### src/rtl/pe_rr_arbiter_pkg.sv
`default_nettype none
// +----------------------------------------------------------------------------+
// | Module   : pe_arb_pkg                                                      |
// | Purpose  : Shared types and helpers for the round-robin arbiter slice:     |
// |            FSM state encoding and a constant clog2 used to size fields.    |
// | Ports    : none (package)                                                  |
// | Revision : 1.0  initial release                                            |
// +----------------------------------------------------------------------------+
package pe_arb_pkg;

  typedef enum logic [0:0] {
    ST_IDLE  = 1'b0,
    ST_GRANT = 1'b1
  } arb_state_e;

  // Ceiling log2; clog2(1) = 0, clog2(3) = 2, clog2(5) = 3.
  function automatic int clog2(input int value);
    int res;
    res = 0;
    for (int i = 0; i < 31; i++) begin
      if ((1 << i) < value) res = i + 1;
    end
    return res;
  endfunction

endpackage : pe_arb_pkg
`default_nettype wire

### src/rtl/pe_rr_arbiter_if.sv
`default_nettype none
// +----------------------------------------------------------------------------+
// | Module   : pe_rr_arbiter_if                                                |
// | Purpose  : Request/grant bundle between requesting units and the arbiter. |
// | Ports    : en, req[N-1:0]            (requester side drives)               |
// |            gnt[N-1:0], gnt_id, gnt_vld (arbiter side drives)               |
// |            master = requester view, slave = arbiter view                   |
// | Revision : 1.0  initial release                                            |
// +----------------------------------------------------------------------------+
interface pe_rr_arbiter_if #(
  parameter int N    = 3,
  parameter int ID_W = 2
);

  logic            en;
  logic [N-1:0]    req;
  logic [N-1:0]    gnt;
  logic [ID_W-1:0] gnt_id;
  logic            gnt_vld;

  modport master (
    output en,
    output req,
    input  gnt,
    input  gnt_id,
    input  gnt_vld
  );

  modport slave (
    input  en,
    input  req,
    output gnt,
    output gnt_id,
    output gnt_vld
  );

endinterface : pe_rr_arbiter_if
`default_nettype wire

### src/rtl/pe_rr_arbiter_rot_encoder.sv
`default_nettype none
// +----------------------------------------------------------------------------+
// | Module   : pe_rot_encoder                                                  |
// | Purpose  : Rotated priority encoder. Returns the first set request bit     |
// |            scanning start, start+1, ... modulo N. Purely combinational.    |
// | Ports    : req[N-1:0]  in   request vector                                 |
// |            start       in   first index to scan (must be < N)              |
// |            id          out  winning index (0 when valid = 0)               |
// |            valid       out  at least one request bit set                   |
// | Revision : 1.0  initial release                                            |
// +----------------------------------------------------------------------------+
module pe_rot_encoder
  import pe_arb_pkg::*;
#(
  parameter int N    = 3,
  parameter int ID_W = clog2(N)
) (
  input  wire logic [N-1:0]    req,
  input  wire logic [ID_W-1:0] start,
  output logic      [ID_W-1:0] id,
  output logic                 valid
);

  always_comb begin
    int idx;
    id    = '0;
    valid = 1'b0;
    idx   = 0;
    for (int k = 0; k < N; k++) begin
      // Wrap start+k back into 0..N-1 without a modulo operator.
      idx = int'(start) + k;
      if (idx >= N) idx = idx - N;
      if (!valid && req[idx]) begin
        valid = 1'b1;
        id    = ID_W'(idx);
      end
    end
  end

endmodule : pe_rot_encoder
`default_nettype wire

### src/rtl/pe_rr_arbiter.sv
`default_nettype none
// +----------------------------------------------------------------------------+
// | Module   : pe_rr_arbiter                                                   |
// | Purpose  : Round-robin arbiter with grant hold, a hold-time limit and      |
// |            enable gating. Grants are registered (1 cycle latency).         |
// | Ports    : clk       in   rising-edge clock                                |
// |            rst       in   synchronous active-high reset                    |
// |            arb       if   slave view: en, req in; gnt, gnt_id, gnt_vld out |
// | Revision : 1.0  initial release                                            |
// +----------------------------------------------------------------------------+
module pe_rr_arbiter
  import pe_arb_pkg::*;
#(
  parameter int N        = 3,
  parameter int ID_W     = clog2(N),
  parameter int MAX_HOLD = 4
) (
  input wire logic       clk,
  input wire logic       rst,
  pe_rr_arbiter_if.slave arb
);

  localparam int                HOLD_W      = clog2(MAX_HOLD + 1);
  localparam logic [HOLD_W-1:0] C_HOLD_LAST = HOLD_W'(MAX_HOLD - 1);
  localparam logic [ID_W-1:0]   C_LAST_ID   = ID_W'(N - 1);

  arb_state_e        r_state,    w_state_nxt;
  logic [ID_W-1:0]   r_last_id,  w_last_id_nxt;
  logic [HOLD_W-1:0] r_hold_cnt, w_hold_cnt_nxt;
  logic [N-1:0]      r_gnt,      w_gnt_nxt;
  logic [ID_W-1:0]   r_gnt_id,   w_gnt_id_nxt;
  logic              r_gnt_vld,  w_gnt_vld_nxt;

  logic [ID_W-1:0]   w_start;
  logic [N-1:0]      w_holder_mask;
  logic [N-1:0]      w_enc_req;
  logic              w_holder_req;
  logic [ID_W-1:0]   w_win_id;
  logic              w_win_vld;
  logic              w_take;

  // Scan begins just after the last winner, so the last winner is the
  // lowest-priority candidate.
  assign w_start       = (r_last_id == C_LAST_ID) ? '0 : r_last_id + 1'b1;
  assign w_holder_mask = N'(1) << r_last_id;
  assign w_holder_req  = |(arb.req & w_holder_mask);
  // While a grant is held, the encoder only sees the other requesters, so
  // w_win_vld directly means "someone else is waiting".
  assign w_enc_req     = (r_state == ST_GRANT) ? (arb.req & ~w_holder_mask) : arb.req;

  pe_rot_encoder #(
    .N    (N),
    .ID_W (ID_W)
  ) u_rot_encoder (
    .req   (w_enc_req),
    .start (w_start),
    .id    (w_win_id),
    .valid (w_win_vld)
  );

  always_comb begin
    w_state_nxt    = r_state;
    w_last_id_nxt  = r_last_id;
    w_hold_cnt_nxt = r_hold_cnt;
    w_gnt_nxt      = r_gnt;
    w_gnt_id_nxt   = r_gnt_id;
    w_gnt_vld_nxt  = r_gnt_vld;
    w_take         = 1'b0;

    case (r_state)
      ST_IDLE: begin
        if (arb.en && w_win_vld) w_take = 1'b1;
      end
      ST_GRANT: begin
        if (w_holder_req) begin
          if (r_hold_cnt == C_HOLD_LAST) begin
            // Limit reached: hand over only if someone waits and en allows;
            // otherwise the counter simply stays saturated.
            if (arb.en && w_win_vld) w_take = 1'b1;
          end else begin
            w_hold_cnt_nxt = r_hold_cnt + 1'b1;
          end
        end else if (arb.en && w_win_vld) begin
          w_take = 1'b1;
        end else begin
          w_state_nxt    = ST_IDLE;
          w_hold_cnt_nxt = '0;
          w_gnt_nxt      = '0;
          w_gnt_id_nxt   = '0;
          w_gnt_vld_nxt  = 1'b0;
        end
      end
      default: begin
        w_state_nxt = ST_IDLE;
      end
    endcase

    if (w_take) begin
      w_state_nxt    = ST_GRANT;
      w_last_id_nxt  = w_win_id;
      w_hold_cnt_nxt = '0;
      w_gnt_nxt      = N'(1) << w_win_id;
      w_gnt_id_nxt   = w_win_id;
      w_gnt_vld_nxt  = 1'b1;
    end
  end

  always_ff @(posedge clk) begin
    if (rst) begin
      r_state    <= ST_IDLE;
      r_last_id  <= C_LAST_ID;
      r_hold_cnt <= '0;
      r_gnt      <= '0;
      r_gnt_id   <= '0;
      r_gnt_vld  <= 1'b0;
    end else begin
      r_state    <= w_state_nxt;
      r_last_id  <= w_last_id_nxt;
      r_hold_cnt <= w_hold_cnt_nxt;
      r_gnt      <= w_gnt_nxt;
      r_gnt_id   <= w_gnt_id_nxt;
      r_gnt_vld  <= w_gnt_vld_nxt;
    end
  end

  assign arb.gnt     = r_gnt;
  assign arb.gnt_id  = r_gnt_id;
  assign arb.gnt_vld = r_gnt_vld;

endmodule : pe_rr_arbiter
`default_nettype wire

### src/flat_wrapper.sv
// flat-port wrapper written by rule: the top's interface ports become plain ports
module pe_rr_arbiter_flat import pe_arb_pkg::*;
#(
  parameter int N        = 3,
  parameter int ID_W     = clog2(N),
  parameter int MAX_HOLD = 4
)
  (clk, rst, arb_en, arb_req, arb_gnt, arb_gnt_id, arb_gnt_vld);
  pe_rr_arbiter_if #(.N(N), .ID_W(ID_W)) arb_i ();
  input wire logic clk;
  input wire logic rst;
  input wire logic [$bits(arb_i.en)-1:0] arb_en;
  input wire logic [$bits(arb_i.req)-1:0] arb_req;
  output wire logic [$bits(arb_i.gnt)-1:0] arb_gnt;
  output wire logic [$bits(arb_i.gnt_id)-1:0] arb_gnt_id;
  output wire logic [$bits(arb_i.gnt_vld)-1:0] arb_gnt_vld;
  assign arb_i.en = arb_en;
  assign arb_i.req = arb_req;
  assign arb_gnt = arb_i.gnt;
  assign arb_gnt_id = arb_i.gnt_id;
  assign arb_gnt_vld = arb_i.gnt_vld;
  pe_rr_arbiter #(.N(N), .ID_W(ID_W), .MAX_HOLD(MAX_HOLD)) u_core (.clk(clk), .rst(rst), .arb(arb_i));
endmodule
### config.mk
export PLATFORM = sky130hd
export DESIGN_NAME = pe_rr_arbiter_flat
export DESIGN_NICKNAME = d
export VERILOG_FILES = /design/src/rtl/pe_rr_arbiter_pkg.sv /design/src/rtl/pe_rr_arbiter_if.sv /design/src/rtl/pe_rr_arbiter_rot_encoder.sv /design/src/rtl/pe_rr_arbiter.sv /design/src/flat_wrapper.sv
export SDC_FILE = /design/constraint.sdc
export NUM_CORES = 1
export LEC_CHECK = 0
export CELL_PAD_IN_SITES_DETAIL_PLACEMENT = 0
export CELL_PAD_IN_SITES_GLOBAL_PLACEMENT = 1
export CORE_MARGIN = 2
export CORE_UTILIZATION = 33
export CTS_CLUSTER_DIAMETER = 30
export DETAILED_ROUTE_END_ITERATION = 8
export PLACE_DENSITY_LB_ADDON = 0.05
export SYNTH_ARGS = -nofsm -noshare
export SYNTH_HDL_FRONTEND = slang
export SYNTH_SLANG_ARGS = --single-unit
export TNS_END_PERCENT = 5
### constraint.sdc
create_clock -name clk -period 1.5 [get_ports clk]
set_input_delay 0.3 -clock clk [delete_from_list [all_inputs] [get_ports clk]]
set_output_delay 0.3 -clock clk [all_outputs]
set_load 0.005 [all_outputs]
==> results.sh <==
export IMPL_final_net_count=107
export IMPL_yosys_area_share_simple_pct=15.6
export IMPL_synthMuxAreaShare_pct=4.67
export IMPL_p_sw_uw=214
export IMPL_slew_violations=0
export IMPL_worst_ep_required_time_ps=1650
export IMPL_grt_pass1_wl_um=2430
export IMPL_drc=0
export IMPL_placed_cell_area_um2=886
export IMPL_dr_pass1_iters=4
export IMPL_dp_hpwl_um=1170
export IMPL_cts_tree="done"
export IMPL_synthAdderAreaFrac_pct=3.89
export IMPL_internal_power_uw=593
export IMPL_fin_crit_sh_pct=98.7
export IMPL_leakagePower_uw=0.000365
export IMPL_status="finished, final reports clean"
export IMPL_cap_violations=0
export IMPL_placementRows=15
export IMPL_synth_xor_area_share_pct=0
export IMPL_critPathCaptureType="flop"
export IMPL_final_hold_violation_count=0
export IMPL_rsz0062_at_grt="true"
export IMPL_cp_max_fo=8
export IMPL_layout_drive_gt1_share_pct=35.7
export IMPL_tns_ps=0
export IMPL_startpoint_type="flop"
export IMPL_die_width_um=48.1
export IMPL_slew_headroom_pct=77.5
export IMPL_tightestPinTransition_ps=337
export IMPL_drtIter0Drc=4
export IMPL_grt_pass1_vias=595
export IMPL_antenna_cells=0
export IMPL_ys_warn_count=0
export IMPL_setup_violations=0
export IMPL_clock_sinks=12
export IMPL_numCtsBuffers=3
export IMPL_synth_seq_cells=12
export IMPL_finClkSkew_ps=7.04
export IMPL_synth_area_leaders="dfxtp_1 37%, o32ai_1 5.4%, inv_1 5.3%"
export IMPL_power_density_mw_per_mm2=832
export IMPL_cts_buffer_depth=2
export IMPL_synth_area_per_cell_um2=9.46
export IMPL_synth_top_area_cell="dfxtp_1"
export IMPL_fp_dieH_um=48.1
export IMPL_critical_path_class="flop to flop"
export IMPL_grt_overflow_total=0
export IMPL_synth_top_area_share_pct=37.4
export IMPL_synthesis_instances=68
export IMPL_io_buffers=11
export IMPL_yosysSeqAreaShare_pct=37.4
export IMPL_synthDistinctLibCells=29
export IMPL_synth_edff_count=0
export IMPL_clk_pin_slew_ps=70
export IMPL_fillerInstances=178
export IMPL_p_clk_share_pct=31.4
export IMPL_ir_worst_vdd_v=0.000545
export IMPL_arrival_ps=1630
export IMPL_p_comb_share_pct=24.7
export IMPL_place_gp_congestion=0.705
export IMPL_via_per_inst=5.10
export IMPL_hold_path_class="flop to flop"
export IMPL_htreeDepth=1
export IMPL_synth_compound_area_share_pct=29.2
export IMPL_start_util_pct=36.1
export IMPL_track_usage_pct=14.9
export IMPL_p_seq_share_pct=43.9
export IMPL_coreArea_mm2=0.00178
export IMPL_wl_per_cell_um=12.6
export IMPL_routed_wl_um=1550
export IMPL_dieArea_mm2=0.00232
export IMPL_fmax_mhz=676
export IMPL_area_growth_pct=50.8
export IMPL_root_buffer="clkbuf_4"
export IMPL_synth_top_family_by_area="compound AO/OA/AOI/OAI gates"
export IMPL_finalCriticalPeriod_ps=1480
export IMPL_fin_area_um2=970
export IMPL_clkLatencyLatePin_ps=270
export IMPL_swShare_pct=26.5
export IMPL_synth_ff_type="dfxtp_1"
export IMPL_ios=12
export IMPL_synth_nets=76
export IMPL_vias=627
export IMPL_antenna_found_initial=0
export IMPL_antenna_left=0
export IMPL_synthArstFlopShare_pct=0
export IMPL_syn_area_um2=643
export IMPL_grt_max_degree=9
path summary, 6_finish.rpt:
kind	startpoint	end	slack, ps	depth (start not counted)
setup reg to reg	u_core.r_last_id[1]$_SDFFE_PP1P_	u_core.r_last_id[1]$_SDFFE_PP1P_	20	4
hold / removal	u_core.arb.gnt_id[0]$_SDFFE_PP0P_	u_core.arb.gnt_id[0]$_SDFFE_PP0P_	460	2
hold reg to reg	u_core.arb.gnt_id[0]$_SDFFE_PP0P_	u_core.arb.gnt_id[0]$_SDFFE_PP0P_	460	2
setup / recovery	u_core.r_last_id[1]$_SDFFE_PP1P_	u_core.r_last_id[1]$_SDFFE_PP1P_	20	4
kinds of logic after synthesis:
kind of cell	count (synthesis)
buf+inv	12
simple gates	14
compound gates	25
flops	12
fa+ha+maj	2
mux	3
per-stage QoR:
stage                     cells  total power, uW  setup slack [ps]  hold WS, ps  util [%]
final                       123              807              19.8          457      54.4
after global routing        123              855             -26.1          477      54.4
after detailed placement    118              557              -504          448      49.7
after global placement      118              555              -505          449      49.7
after CTS                   122              809             -5.86          465      52.1
after floorplan              68              454             -11.5          444         -
layout make-up:
cell class	count	area, um2	share of cell area (%)
Sequential cell	12	248	25.5
Timing Repair Buffer	29	240	24.8
Inverter	9	33.8	3.48
Multi-Input combinational cell	44	380	39.2
Tap cell	25	31.3	3.23
Clock buffer	4	36.3	3.74
critical path, cell delays in order (launching register included):
cell and delay, ps:
dfxtp_4 370, mux2i_1 120, a221o_2 390, a21o_4 230, a211o_1 260
state kept, by name, summed over array words and instances, names as in the netlist:
name / flops
u_core.arb.gnt_id: 2
u_core.arb.gnt_vld: 1
u_core.r_last_id: 2
u_core.r_hold_cnt: 3
u_core.r_state: 1
u_core.arb.gnt: 3
per-layer routing:
metal / track usage [%] / vias to the layer above / wire (um)
met5: 0 / - / 0
met4: 4.86 / 0 / 6
met1: 20.6 / 294 / 791
met3: 2.22 / 2 / 32
met2: 23.7 / 11 / 718
li1: - / 320 / -
power groups by stage:
stage / combinational (uW) / sequential [uW] / clock, uW
after floorplan: 97.9 / 356 / 0
after global placement: 196 / 360 / 0
after detailed placement: 197 / 360 / 0
after CTS: 197 / 354 / 258
after global routing: 217 / 357 / 281
final: 199 / 355 / 253
layout by cell type (no fill, tap or decap), types with 2 or more instances in the layout:
cell type,n
a21oi_1,6
buf_4,18
clkbuf_4,3
clkdlybuf4s50_1,7
dfxtp_1,8
dfxtp_2,3
dlygate4sd2_1,4
ha_4,2
inv_1,9
mux2i_1,2
nand3_1,5
nand3b_1,3
o21ai_0,3
o32ai_1,3
cell usage after synthesis, types with 2 or more instances:
master / number
dfxtp_1: 12
inv_1: 9
a21oi_1: 6
nand3_1: 5
o32ai_1: 4
mux2i_1: 3
nand3b_1: 3
o21ai_0: 3
buf_6: 2
ha_1: 2
what timing repair did:
item,4_1_cts,5_1_grt
cloned,0,0
hold buffers,0,0
setup buffers,0,1
resized for setup,10,7
setup endpoints to repair,12,10
pin swaps,2,2
endpoints found under the hold margin,0,0
No activity file was read; power rests on OpenSTA's default activity.
